--- src/rtl/core_bus_arbiter_pkg.sv ---
// Shared definitions for the core bus arbiter: FSM state encoding, bus owner
// encoding, AXI response/protection constants and a small ARPROT helper.
package core_bus_arbiter_pkg;

    typedef enum logic [2:0] {
        S_IDLE = 3'd0,
        S_AR   = 3'd1,
        S_R    = 3'd2,
        S_AW_W = 3'd3,
        S_B    = 3'd4,
        S_RESP = 3'd5
    } arb_state_e;

    typedef enum logic {
        OWN_IF = 1'b0,
        OWN_D  = 1'b1
    } owner_e;

    localparam logic [1:0] AXI_RESP_OKAY = 2'b00;
    localparam logic [2:0] PROT_INSTR    = 3'b100;
    localparam logic [2:0] PROT_DATA     = 3'b000;

    // Instruction fetches are tagged as instruction accesses on ARPROT[2].
    function automatic logic [2:0] prot_for(input owner_e owner);
        return (owner == OWN_IF) ? PROT_INSTR : PROT_DATA;
    endfunction

endpackage

--- src/rtl/core_bus_arbiter_rr.sv ---
// Two-way request picker with a last-grant register.
// Ports:
//   clk_i, rst_ni  clock / asynchronous active-low reset
//   req_if_i       fetch requester is asking
//   req_d_i        data requester is asking
//   update_i       a transaction has completed; record served_i as last grant
//   served_i       owner of the completed transaction
//   grant_o        winner among the current requests (meaningful when any req is high)
module core_bus_arbiter_rr
    import core_bus_arbiter_pkg::*;
#(
    parameter int ROUND_ROBIN = 1
) (
    input  logic   clk_i,
    input  logic   rst_ni,
    input  logic   req_if_i,
    input  logic   req_d_i,
    input  logic   update_i,
    input  owner_e served_i,
    output owner_e grant_o
);

    owner_e last_gnt_q;

    // Reset value IF makes the first tie after reset go to D.
    always_ff @(posedge clk_i or negedge rst_ni) begin
        if (!rst_ni) begin
            last_gnt_q <= OWN_IF;
        end else if (update_i) begin
            last_gnt_q <= served_i;
        end
    end

    always_comb begin
        grant_o = OWN_D;
        if (req_if_i && !req_d_i) begin
            grant_o = OWN_IF;
        end else if (req_if_i && req_d_i && (ROUND_ROBIN != 0) && (last_gnt_q == OWN_D)) begin
            grant_o = OWN_IF;
        end
    end

endmodule

--- src/rtl/core_bus_arbiter.sv ---
// Shares one AXI4-Lite master port between the instruction fetch requester
// (read-only) and the data load/store requester. One transaction at a time;
// completion is signalled by a registered one-cycle DONE pulse to the owner.
// Ports:
//   clk_i, rst_ni                       clock / asynchronous active-low reset
//   if_req_i, if_addr_i                 fetch request and address
//   if_rdata_o, if_done_o, if_err_o     fetch result, completion pulse, error flag
//   d_req_i, d_we_i, d_addr_i,
//   d_wdata_i, d_strb_i                 load/store request
//   d_rdata_o, d_done_o, d_err_o        load result, completion pulse, error flag
//   m_ar*/m_r*/m_aw*/m_w*/m_b*          AXI4-Lite master channels
module core_bus_arbiter
    import core_bus_arbiter_pkg::*;
#(
    parameter int ADDR_W      = 32,
    parameter int DATA_W      = 32,
    parameter int ROUND_ROBIN = 1
) (
    input  logic                clk_i,
    input  logic                rst_ni,
    input  logic                if_req_i,
    input  logic [ADDR_W-1:0]   if_addr_i,
    output logic [DATA_W-1:0]   if_rdata_o,
    output logic                if_done_o,
    output logic                if_err_o,
    input  logic                d_req_i,
    input  logic                d_we_i,
    input  logic [ADDR_W-1:0]   d_addr_i,
    input  logic [DATA_W-1:0]   d_wdata_i,
    input  logic [DATA_W/8-1:0] d_strb_i,
    output logic [DATA_W-1:0]   d_rdata_o,
    output logic                d_done_o,
    output logic                d_err_o,
    output logic [ADDR_W-1:0]   m_araddr_o,
    output logic [2:0]          m_arprot_o,
    output logic                m_arvalid_o,
    input  logic                m_arready_i,
    input  logic [DATA_W-1:0]   m_rdata_i,
    input  logic [1:0]          m_rresp_i,
    input  logic                m_rvalid_i,
    output logic                m_rready_o,
    output logic [ADDR_W-1:0]   m_awaddr_o,
    output logic                m_awvalid_o,
    input  logic                m_awready_i,
    output logic [DATA_W-1:0]   m_wdata_o,
    output logic [DATA_W/8-1:0] m_wstrb_o,
    output logic                m_wvalid_o,
    input  logic                m_wready_i,
    input  logic [1:0]          m_bresp_i,
    input  logic                m_bvalid_i,
    output logic                m_bready_o
);

    arb_state_e          state_q, state_d;
    owner_e              owner_q, owner_d;
    logic [ADDR_W-1:0]   addr_q, addr_d;
    logic [DATA_W-1:0]   wdata_q, wdata_d;
    logic [DATA_W/8-1:0] strb_q, strb_d;
    logic                aw_ok_q, aw_ok_d;
    logic                w_ok_q, w_ok_d;
    logic                err_q, err_d;
    logic [DATA_W-1:0]   if_rdata_q, if_rdata_d;
    logic [DATA_W-1:0]   d_rdata_q, d_rdata_d;
    logic                if_done_q, d_done_q, if_err_q, d_err_q;
    logic                rr_update;
    logic                aw_done, w_done;
    owner_e              grant;

    core_bus_arbiter_rr #(
        .ROUND_ROBIN(ROUND_ROBIN)
    ) u_rr (
        .clk_i   (clk_i),
        .rst_ni  (rst_ni),
        .req_if_i(if_req_i),
        .req_d_i (d_req_i),
        .update_i(rr_update),
        .served_i(owner_q),
        .grant_o (grant)
    );

    // Bus-side outputs decode straight from registers, so an asynchronous
    // reset drops every VALID/READY immediately.
    assign m_arvalid_o = (state_q == S_AR);
    assign m_rready_o  = (state_q == S_R);
    assign m_awvalid_o = (state_q == S_AW_W) && !aw_ok_q;
    assign m_wvalid_o  = (state_q == S_AW_W) && !w_ok_q;
    assign m_bready_o  = (state_q == S_B);
    assign m_araddr_o  = addr_q;
    assign m_awaddr_o  = addr_q;
    assign m_arprot_o  = prot_for(owner_q);
    assign m_wdata_o   = wdata_q;
    assign m_wstrb_o   = strb_q;
    assign if_rdata_o  = if_rdata_q;
    assign d_rdata_o   = d_rdata_q;
    assign if_done_o   = if_done_q;
    assign d_done_o    = d_done_q;
    assign if_err_o    = if_err_q;
    assign d_err_o     = d_err_q;

    // A channel counts as done once it has handshaken, now or earlier.
    assign aw_done = aw_ok_q || (m_awvalid_o && m_awready_i);
    assign w_done  = w_ok_q  || (m_wvalid_o  && m_wready_i);

    always_comb begin
        state_d    = state_q;
        owner_d    = owner_q;
        addr_d     = addr_q;
        wdata_d    = wdata_q;
        strb_d     = strb_q;
        aw_ok_d    = aw_ok_q;
        w_ok_d     = w_ok_q;
        err_d      = err_q;
        if_rdata_d = if_rdata_q;
        d_rdata_d  = d_rdata_q;
        rr_update  = 1'b0;
        case (state_q)
            S_IDLE: begin
                if (if_req_i || d_req_i) begin
                    owner_d = grant;
                    err_d   = 1'b0;
                    if (grant == OWN_IF) begin
                        addr_d  = if_addr_i;
                        state_d = S_AR;
                    end else begin
                        addr_d = d_addr_i;
                        if (d_we_i) begin
                            wdata_d = d_wdata_i;
                            strb_d  = d_strb_i;
                            state_d = S_AW_W;
                        end else begin
                            state_d = S_AR;
                        end
                    end
                end
            end
            S_AR: begin
                if (m_arready_i) begin
                    state_d = S_R;
                end
            end
            S_R: begin
                if (m_rvalid_i) begin
                    err_d = (m_rresp_i != AXI_RESP_OKAY);
                    if (owner_q == OWN_IF) begin
                        if_rdata_d = m_rdata_i;
                    end else begin
                        d_rdata_d = m_rdata_i;
                    end
                    state_d = S_RESP;
                end
            end
            S_AW_W: begin
                if (aw_done && w_done) begin
                    aw_ok_d = 1'b0;
                    w_ok_d  = 1'b0;
                    state_d = S_B;
                end else begin
                    aw_ok_d = aw_done;
                    w_ok_d  = w_done;
                end
            end
            S_B: begin
                if (m_bvalid_i) begin
                    err_d   = (m_bresp_i != AXI_RESP_OKAY);
                    state_d = S_RESP;
                end
            end
            S_RESP: begin
                rr_update = 1'b1;
                state_d   = S_IDLE;
            end
            default: begin
                state_d = S_IDLE;
            end
        endcase
    end

    always_ff @(posedge clk_i or negedge rst_ni) begin
        if (!rst_ni) begin
            state_q    <= S_IDLE;
            owner_q    <= OWN_D;
            addr_q     <= '0;
            wdata_q    <= '0;
            strb_q     <= '0;
            aw_ok_q    <= 1'b0;
            w_ok_q     <= 1'b0;
            err_q      <= 1'b0;
            if_rdata_q <= '0;
            d_rdata_q  <= '0;
            if_done_q  <= 1'b0;
            d_done_q   <= 1'b0;
            if_err_q   <= 1'b0;
            d_err_q    <= 1'b0;
        end else begin
            state_q    <= state_d;
            owner_q    <= owner_d;
            addr_q     <= addr_d;
            wdata_q    <= wdata_d;
            strb_q     <= strb_d;
            aw_ok_q    <= aw_ok_d;
            w_ok_q     <= w_ok_d;
            err_q      <= err_d;
            if_rdata_q <= if_rdata_d;
            d_rdata_q  <= d_rdata_d;
            // DONE/ERR are high exactly for the single S_RESP cycle.
            if_done_q  <= (state_d == S_RESP) && (owner_q == OWN_IF);
            d_done_q   <= (state_d == S_RESP) && (owner_q == OWN_D);
            if_err_q   <= (state_d == S_RESP) && (owner_q == OWN_IF) && err_d;
            d_err_q    <= (state_d == S_RESP) && (owner_q == OWN_D) && err_d;
        end
    end

endmodule

--- config.mk ---
export PLATFORM = sky130hd
export DESIGN_NAME = core_bus_arbiter
export DESIGN_NICKNAME = d
export VERILOG_FILES = /design/src/rtl/core_bus_arbiter_pkg.sv /design/src/rtl/core_bus_arbiter_rr.sv /design/src/rtl/core_bus_arbiter.sv
export SDC_FILE = /design/constraint.sdc
export NUM_CORES = 1
export LEC_CHECK = 0
export CORE_AREA = 10 10 136 138
export CTS_CLUSTER_DIAMETER = 80
export DETAILED_ROUTE_END_ITERATION = 6
export DIE_AREA = 0 0 146 148
export HOLD_SLACK_MARGIN = 0.15
export PLACE_DENSITY_LB_ADDON = 0.08
export SKIP_CTS_REPAIR_TIMING = 1
export SYNTH_ARGS = -nofsm -noshare
export SYNTH_HDL_FRONTEND = slang
export SYNTH_SLANG_ARGS = --single-unit
--- constraint.sdc ---
create_clock -name clk_i -period 2.2 [get_ports clk_i]
set_clock_uncertainty 0.05 [all_clocks]
set_input_delay 0.44 -clock clk_i [delete_from_list [all_inputs] [get_ports clk_i]]
set_output_delay 0.44 -clock clk_i [all_outputs]
set_load 0.02 [all_outputs]
==> results of run 1 <==
==> per-layer routing <==
metal	global-route usage, %	wire length [µm]	vias up
met4	4.90	265	0
met1	18.3	7200	2191
met5	0	0	-
met2	31.1	10000	182
met3	8.94	1780	20
li1	-	-	2144
==> cell usage in the layout, fill, tap and decap left out, drive strengths merged, types with 2 or more instances in the layout <==
cell type      netlist  final
dlymetal6s2s         0      6
clkinvlp             0      3
dfrtp              143    143
conb                 1      2
bufinv               0      3
nor2                15     15
clkbuf               5     19
clkdlybuf4s50        0    312
nor3b                4      4
o21ai               37     37
nor2b                2      2
nand2b               3      3
nor3                 3      3
buf                 52     15
mux2i               32     32
nand2               34     34
clkinv               0      3
a21oi                6      6
mux2               100    100
inv                  3      7
==> cells in the mapped netlist (all sizes together), types with 2 or more instances <==
master  instances
a21oi           6
buf            52
clkbuf          5
dfrtp         143
inv             3
mux2          100
mux2i          32
nand2          34
nand2b          3
nor2           15
nor2b           2
nor3            3
nor3b           4
o21ai          37
==> state kept, by name (all words and copies together) (netlist names) <==
| name | flops |
|---|---|
| m_wstrb_o | 4 |
| m_araddr_o | 32 |
| if_rdata_o | 32 |
| err_q | 1 |
| if_err_o | 1 |
| m_wdata_o | 32 |
| if_done_o | 1 |
| aw_ok_q | 1 |
| d_rdata_o | 32 |
| state_q | 3 |
| d_err_o | 1 |
| w_ok_q | 1 |
| d_done_o | 1 |
| owner_q | 1 |
| u_rr.last_gnt_q | 1 |
==> worst paths after layout <==
check | startpoint | to | cells past startpoint
min in group clk_i | m_wdata_o[10] | m_wdata_o[10] | 1
worst min register to register | m_wdata_o[10] | m_wdata_o[10] | 1
worst max-delay path | state_q[1] | m_bready_o | 3
worst min-delay path | rst_ni | d_rdata_o[30] | 2
worst max register to register | state_q[0] | d_rdata_o[26] | 4
max in group asynchronous | rst_ni | m_wdata_o[28] | 3
==> final cells by class <==
type / count / share of cell area [%]
sequential: 144 / 35.7
clock buffer: 19 / 4.38
clock inverter: 13 / 1.77
tap: 216 / 2.67
multi-input combinational: 253 / 21.6
inverter: 3 / 0.111
timing repair buffer: 334 / 33.8
==> power groups by stage <==
stage | Sequential, mW | Clock, mW | Combinational [mW]
finish | 4.81 | 3.01 | 7.88
global route | 4.98 | 3.21 | 8.36
CTS | 4.82 | 3.08 | 8.04
detailed placement | 4.84 | 0 | 8.02
global placement | 4.79 | 0 | 7.89
floorplan | 6.18 | 0 | 2.83
==> cells by family (layout without fill, tap and decap cells) <==
family                 Yosys count  count (layout)  share of synthesized area, %
and+or+nand+nor                 69              69                          5.41
AOI/OAI and AO/OA               50              50                          4.50
buffers and inverters           60             369                          6.48
other                            1               2                        0.0607
muxes                          132             132                          25.2
DFF                            144             144                          58.3
==> stage by stage <==
step | setup WS, ns | hold slack, ns
after floorplan | 0.442 | 0.0944
after global placement | -0.0769 | 0.319
after CTS | -0.304 | -0.126
after global routing | 0.0249 | 0.462
final | 0.120 | 0.443
after detailed placement | -0.0899 | 0.326
==> worst register-to-register path: stages, from the launching register on <==
cell and delay [ns]:
dfrtp_2 0.47, nand2b_1 0.25, or3b_2 0.51, buf_12 0.20, mux2_4 0.36
==> run_results.csv, run 1 <==
group,metric,value,unit
global_routing,overflow,0,
routing,drt-initial-drc-count,143,
critical_path,start_kind,"flip-flop",
synthesis,ys_types,39,
pwr,total_power,15.7,mW
routing,drt-wirelength-per-cell,19.6,µm
synthesis,synthArstFlopShare,100,%
pwr,p_comb_share,50.2,%
synthesis,synth_seq_cells,144,
layout,synthToLayoutAreaGrowth,63.6,%
pwr,power.share.sequential,30.6,%
layout,nNetsFinal,899,
synthesis,yosys_warnings,0,
sta,timing.final.crit_share,94.5,%
die,die_h,148,µm
pwr,power_density,1550,nW/µm²
layout,seq_area,3610,µm²
synthesis,synth_cells,456,
layout,fin_area,10100,µm²
clocking,cts_max_level,4,
critical_path,slowest_delay,0.47,ns
synthesis,synth_area_leaders,"dfrtp_1 58%, mux2_2 12%, mux2_4 7.3%",
die,die_x,146,µm
clocking,clk_latency,0.42,ns
critical_path,r2r_slack,0.23,ns
placement,dpl.hpwl,15300,µm
synthesis,syn_avg_cell_area,13.6,µm²
clocking,cts_buffers,17,
layout,fillCellCount,1194,
routing,drtPass1Iterations,4,
synthesis,synth_edf_count,0,
routing,via_per_inst,4.62,
sta,period_needed,2.08,ns
critical_path,path_cells,"and2b_1 -> nor2b_1 -> dlymetal6s2s_1",
die,start_util,39.3,%
clocking,root_buffer,"clkbuf_16",
routing,via_count,4537,
synthesis,post-synth-top-area-cell,"dfrtp_1",
synthesis,syn_area,6180,µm²
die,ios,322,
routing,drtAntennaViolNets,0,
placement,placed_cells,949,
sta,drv_slew,0,
routing,drt-total-wl,19300,µm
sta,max_freq,481,MHz
critical_path,critical_path_class,"reg -> out",
clocking,path_clk_slew,0.06,ns
global_routing,grt_pass1_vias,5098,
global_routing,antenna_found_initial,0,
clocking,cts.path.max_buffers,2,
clocking,clkSinkCount,144,
placement,finalWeightedCongestion,0.767,
flow_run,cap_violations,0,
placement,place_area,9460,µm²
pwr,p_leak,4.55,nW
sta,setup_viol,0,
die,design.die.area,21600,µm²
synthesis,synth_top_cell_area_share,57.9,%
pwr,ir_worst_vdd,0.000819,V
pwr,swShare,36.8,%
critical_path,worstPathMaxFanout,8,
layout,multi_input_area,2190,µm²
layout,final_cell_count_no_fill,982,
die,core-area,15700,µm²
clocking,tritoncts,"yes",
critical_path,critPathRequiredTime,1.71,ns
layout,drive_gt1_share,20.0,%
sta,fin_setup_tns,0,ns
hold_path,hold_class,"in -> async",
sta,rsz0062_at_grt,"false",
global_routing,grt_max_degree,68,
placement,numPortBuffers,319,
critical_path,cpLargestDelayFamily,"flip-flops",
pwr,p_int,9.91,mW
synthesis,synth_ff_type,"dfrtp_1",
die,rows,46,
sta,hold_viol_final,0,
run_status,status,"complete, no violations",
critical_path,worstPathArrival,1.59,ns
pwr,clkPwrFrac,19.2,%
critical_path,worst-path-buf-inv,1,
layout,diodes,0,
global_routing,grt_usage,17.7,%
global_routing,grt_pass1_wl,29800,µm
critical_path,endpoint_kind,"output port",
routing,drc,0,
layout,final_util,64.3,%
critical_path,slowest_stage,"dfrtp_1",
synthesis,ys_seq_area_share,58.3,%
pwr,p_sw,5.78,mW
Note: power is estimated with default switching activity, not from simulation.
==> inputs of run 2 (changes only) <==
--- a/config.mk
+++ b/config.mk
@@ -5,10 +5,10 @@
 export SDC_FILE = /design/constraint.sdc
 export NUM_CORES = 1
 export LEC_CHECK = 0
-export CORE_AREA = 10 10 136 138
+export CORE_AREA = 2 2 128 130
 export CTS_CLUSTER_DIAMETER = 80
 export DETAILED_ROUTE_END_ITERATION = 6
-export DIE_AREA = 0 0 146 148
+export DIE_AREA = 0 0 130 132
 export HOLD_SLACK_MARGIN = 0.15
 export PLACE_DENSITY_LB_ADDON = 0.08
 export SKIP_CTS_REPAIR_TIMING = 1
==> run_results.csv, run 2 (synthesis results as in run 1) <==
group,metric,value,unit
run_status,status,"complete, no violations",
layout,drive_gt1_share,19.7,%
sta,rsz0062_at_grt,"false",
clocking,cts.path.max_buffers,2,
critical_path,reg2reg_depth,5,
routing,drtAntennaViolNets,0,
sta,fin_setup_tns,0,ns
pwr,p_leak,4.53,nW
clocking,root_buffer,"clkbuf_16",
clocking,clkSinkCount,144,
sta,drv_slew,0,
global_routing,grt_pass1_vias,4858,
layout,final_util,64.0,%
layout,nNetsFinal,899,
routing,drc,0,
routing,via_per_inst,4.61,
sta,hold_viol_final,0,
global_routing,overflow,0,
die,die_x,130,µm
pwr,ir_worst_vdd,0.000753,V
routing,drt-initial-drc-count,167,
routing,drtPass1Iterations,4,
critical_path,start_kind,"flip-flop",
placement,finalWeightedCongestion,0.765,
global_routing,grt_max_degree,68,
global_routing,grt_usage,19.9,%
die,rows,46,
critical_path,critPathRequiredTime,1.71,ns
critical_path,endpoint_kind,"output port",
sta,setup_viol,0,
die,start_util,39.3,%
routing,drt-total-wl,16700,µm
layout,diodes,0,
hold_path,hold_class,"reg -> reg",
layout,fin_area,10100,µm²
global_routing,antenna_found_initial,0,
flow_run,cap_violations,0,
sta,fin_ws,0.133,ns
pwr,total_power,15.4,mW
clocking,cts_max_level,4,
critical_path,critical_path_class,"reg -> out",
placement,dpl.hpwl,12500,µm
critical_path,worstPathArrival,1.58,ns
sta,max_freq,484,MHz
critical_path,rr_startpoint,"state_q[2]",
die,core-area,15700,µm²
placement,place_area,9460,µm²
die,ios,322,
hold_path,holdPathEnd,"m_wdata_o[10]",
pwr,power_density,1530,nW/µm²
layout,layout.cells.most_common,"clkdlybuf4s50_1",
global_routing,grt_pass1_wl,26300,µm
critical_path,r2r_slack,0.22,ns
sta,timing.final.crit_share,94.0,%
clocking,cts_buffers,17,
placement,pre_cts_slack,-0.0839,ns
clocking,path_clk_slew,0.06,ns
layout,synthToLayoutAreaGrowth,62.8,%
hold_path,holdPathStages,1,
critical_path,timing.rr.end,"d_rdata_o[8]",
hold_path,hold_path_startpoint,"m_wdata_o[10]",
layout,final_cell_mix,"312 x clkdlybuf4s50_1, 142 x dfrtp_1, 66 x mux2_2, 36 x o21ai_0, 34 x nand2_1",
die,design.die.area,17200,µm²
die,die_h,132,µm
placement,numPortBuffers,319,
critical_path,worstPathMaxFanout,13,
routing,via_count,4526,
clocking,tritoncts,"yes",
sta,period_needed,2.07,ns
routing,drt-wirelength-per-cell,17.0,µm
clocking,clk_latency,0.41,ns
## run 2: cell count changes in the layout (fill, tap and decap cells not counted), sizes merged
cell    previous run  this run
bufinv             3         2
clkinv             3         4
inv                7         6
## run 2: critical path, cell delays in order, from the launching register on
cell and delay (ns):
dfrtp_2 0.49, and2b_1 0.28, nor2b_1 0.14, dlymetal6s2s_1 0.27
## run 2: how the worst max path moves through the flow
stage / end / slack, ns / from
2_1_floorplan: d_rdata_o[10] / 0.44 / owner_q
3_3_place_gp: d_rdata_o[26] / -0.08 / m_rvalid_i
3_5_place_dp: d_rdata_o[8] / -0.08 / m_rvalid_i
4_1_cts: m_bready_o / -0.34 / state_q[1]
5_1_grt: m_bready_o / 0.06 / state_q[1]
6_report: m_bready_o / 0.13 / state_q[1]
## run 2: power breakdown
| group | switching, mW | internal, mW | leakage, nW | total [mW] |
|---|---|---|---|---|
| registers | 0.868 | 3.95 | 1.75 | 4.82 |
| logic | 3.64 | 4.11 | 2.50 | 7.75 |
| clock network | 1.12 | 1.70 | 0.276 | 2.82 |
## run 2: area by class of cell
class / count / area [µm²]
sequential: 144 / 3610
clock inverter: 12 / 133
multi-input combinational: 253 / 2190
inverter: 3 / 11.3
tap: 216 / 270
timing repair buffer: 334 / 3410
clock buffer: 19 / 443
fill: 1207 / 5650
## run 2: per-layer routing
metal	share of wire, %	global-route usage (%)	vias up
met5	0	0	-
met4	1.8	6.15	0
met3	8.1	6.98	19
met2	51	34.2	183
met1	39	23.0	2185
li1	-	-	2139
## run 2: metrics by stage
| step | hold slack [ns] | instances |
|---|---|---|
| finish | 0.440 | 981 |
| CTS | -0.114 | 980 |
| global placement | 0.329 | 949 |
| detailed placement | 0.332 | 949 |
| global route | 0.461 | 981 |
| floorplan | 0.0944 | 457 |
==> inputs of run 3 (changes only) <==
--- a/config.mk
+++ b/config.mk
@@ -5,6 +5,7 @@
 export SDC_FILE = /design/constraint.sdc
 export NUM_CORES = 1
 export LEC_CHECK = 0
+export ABC_AREA = 0
 export CORE_AREA = 2 2 128 130
 export CTS_CLUSTER_DIAMETER = 80
 export DETAILED_ROUTE_END_ITERATION = 6
==> results of run 3 <==
Same layout as run 2: the final DEF is identical, and so are final timing and power.
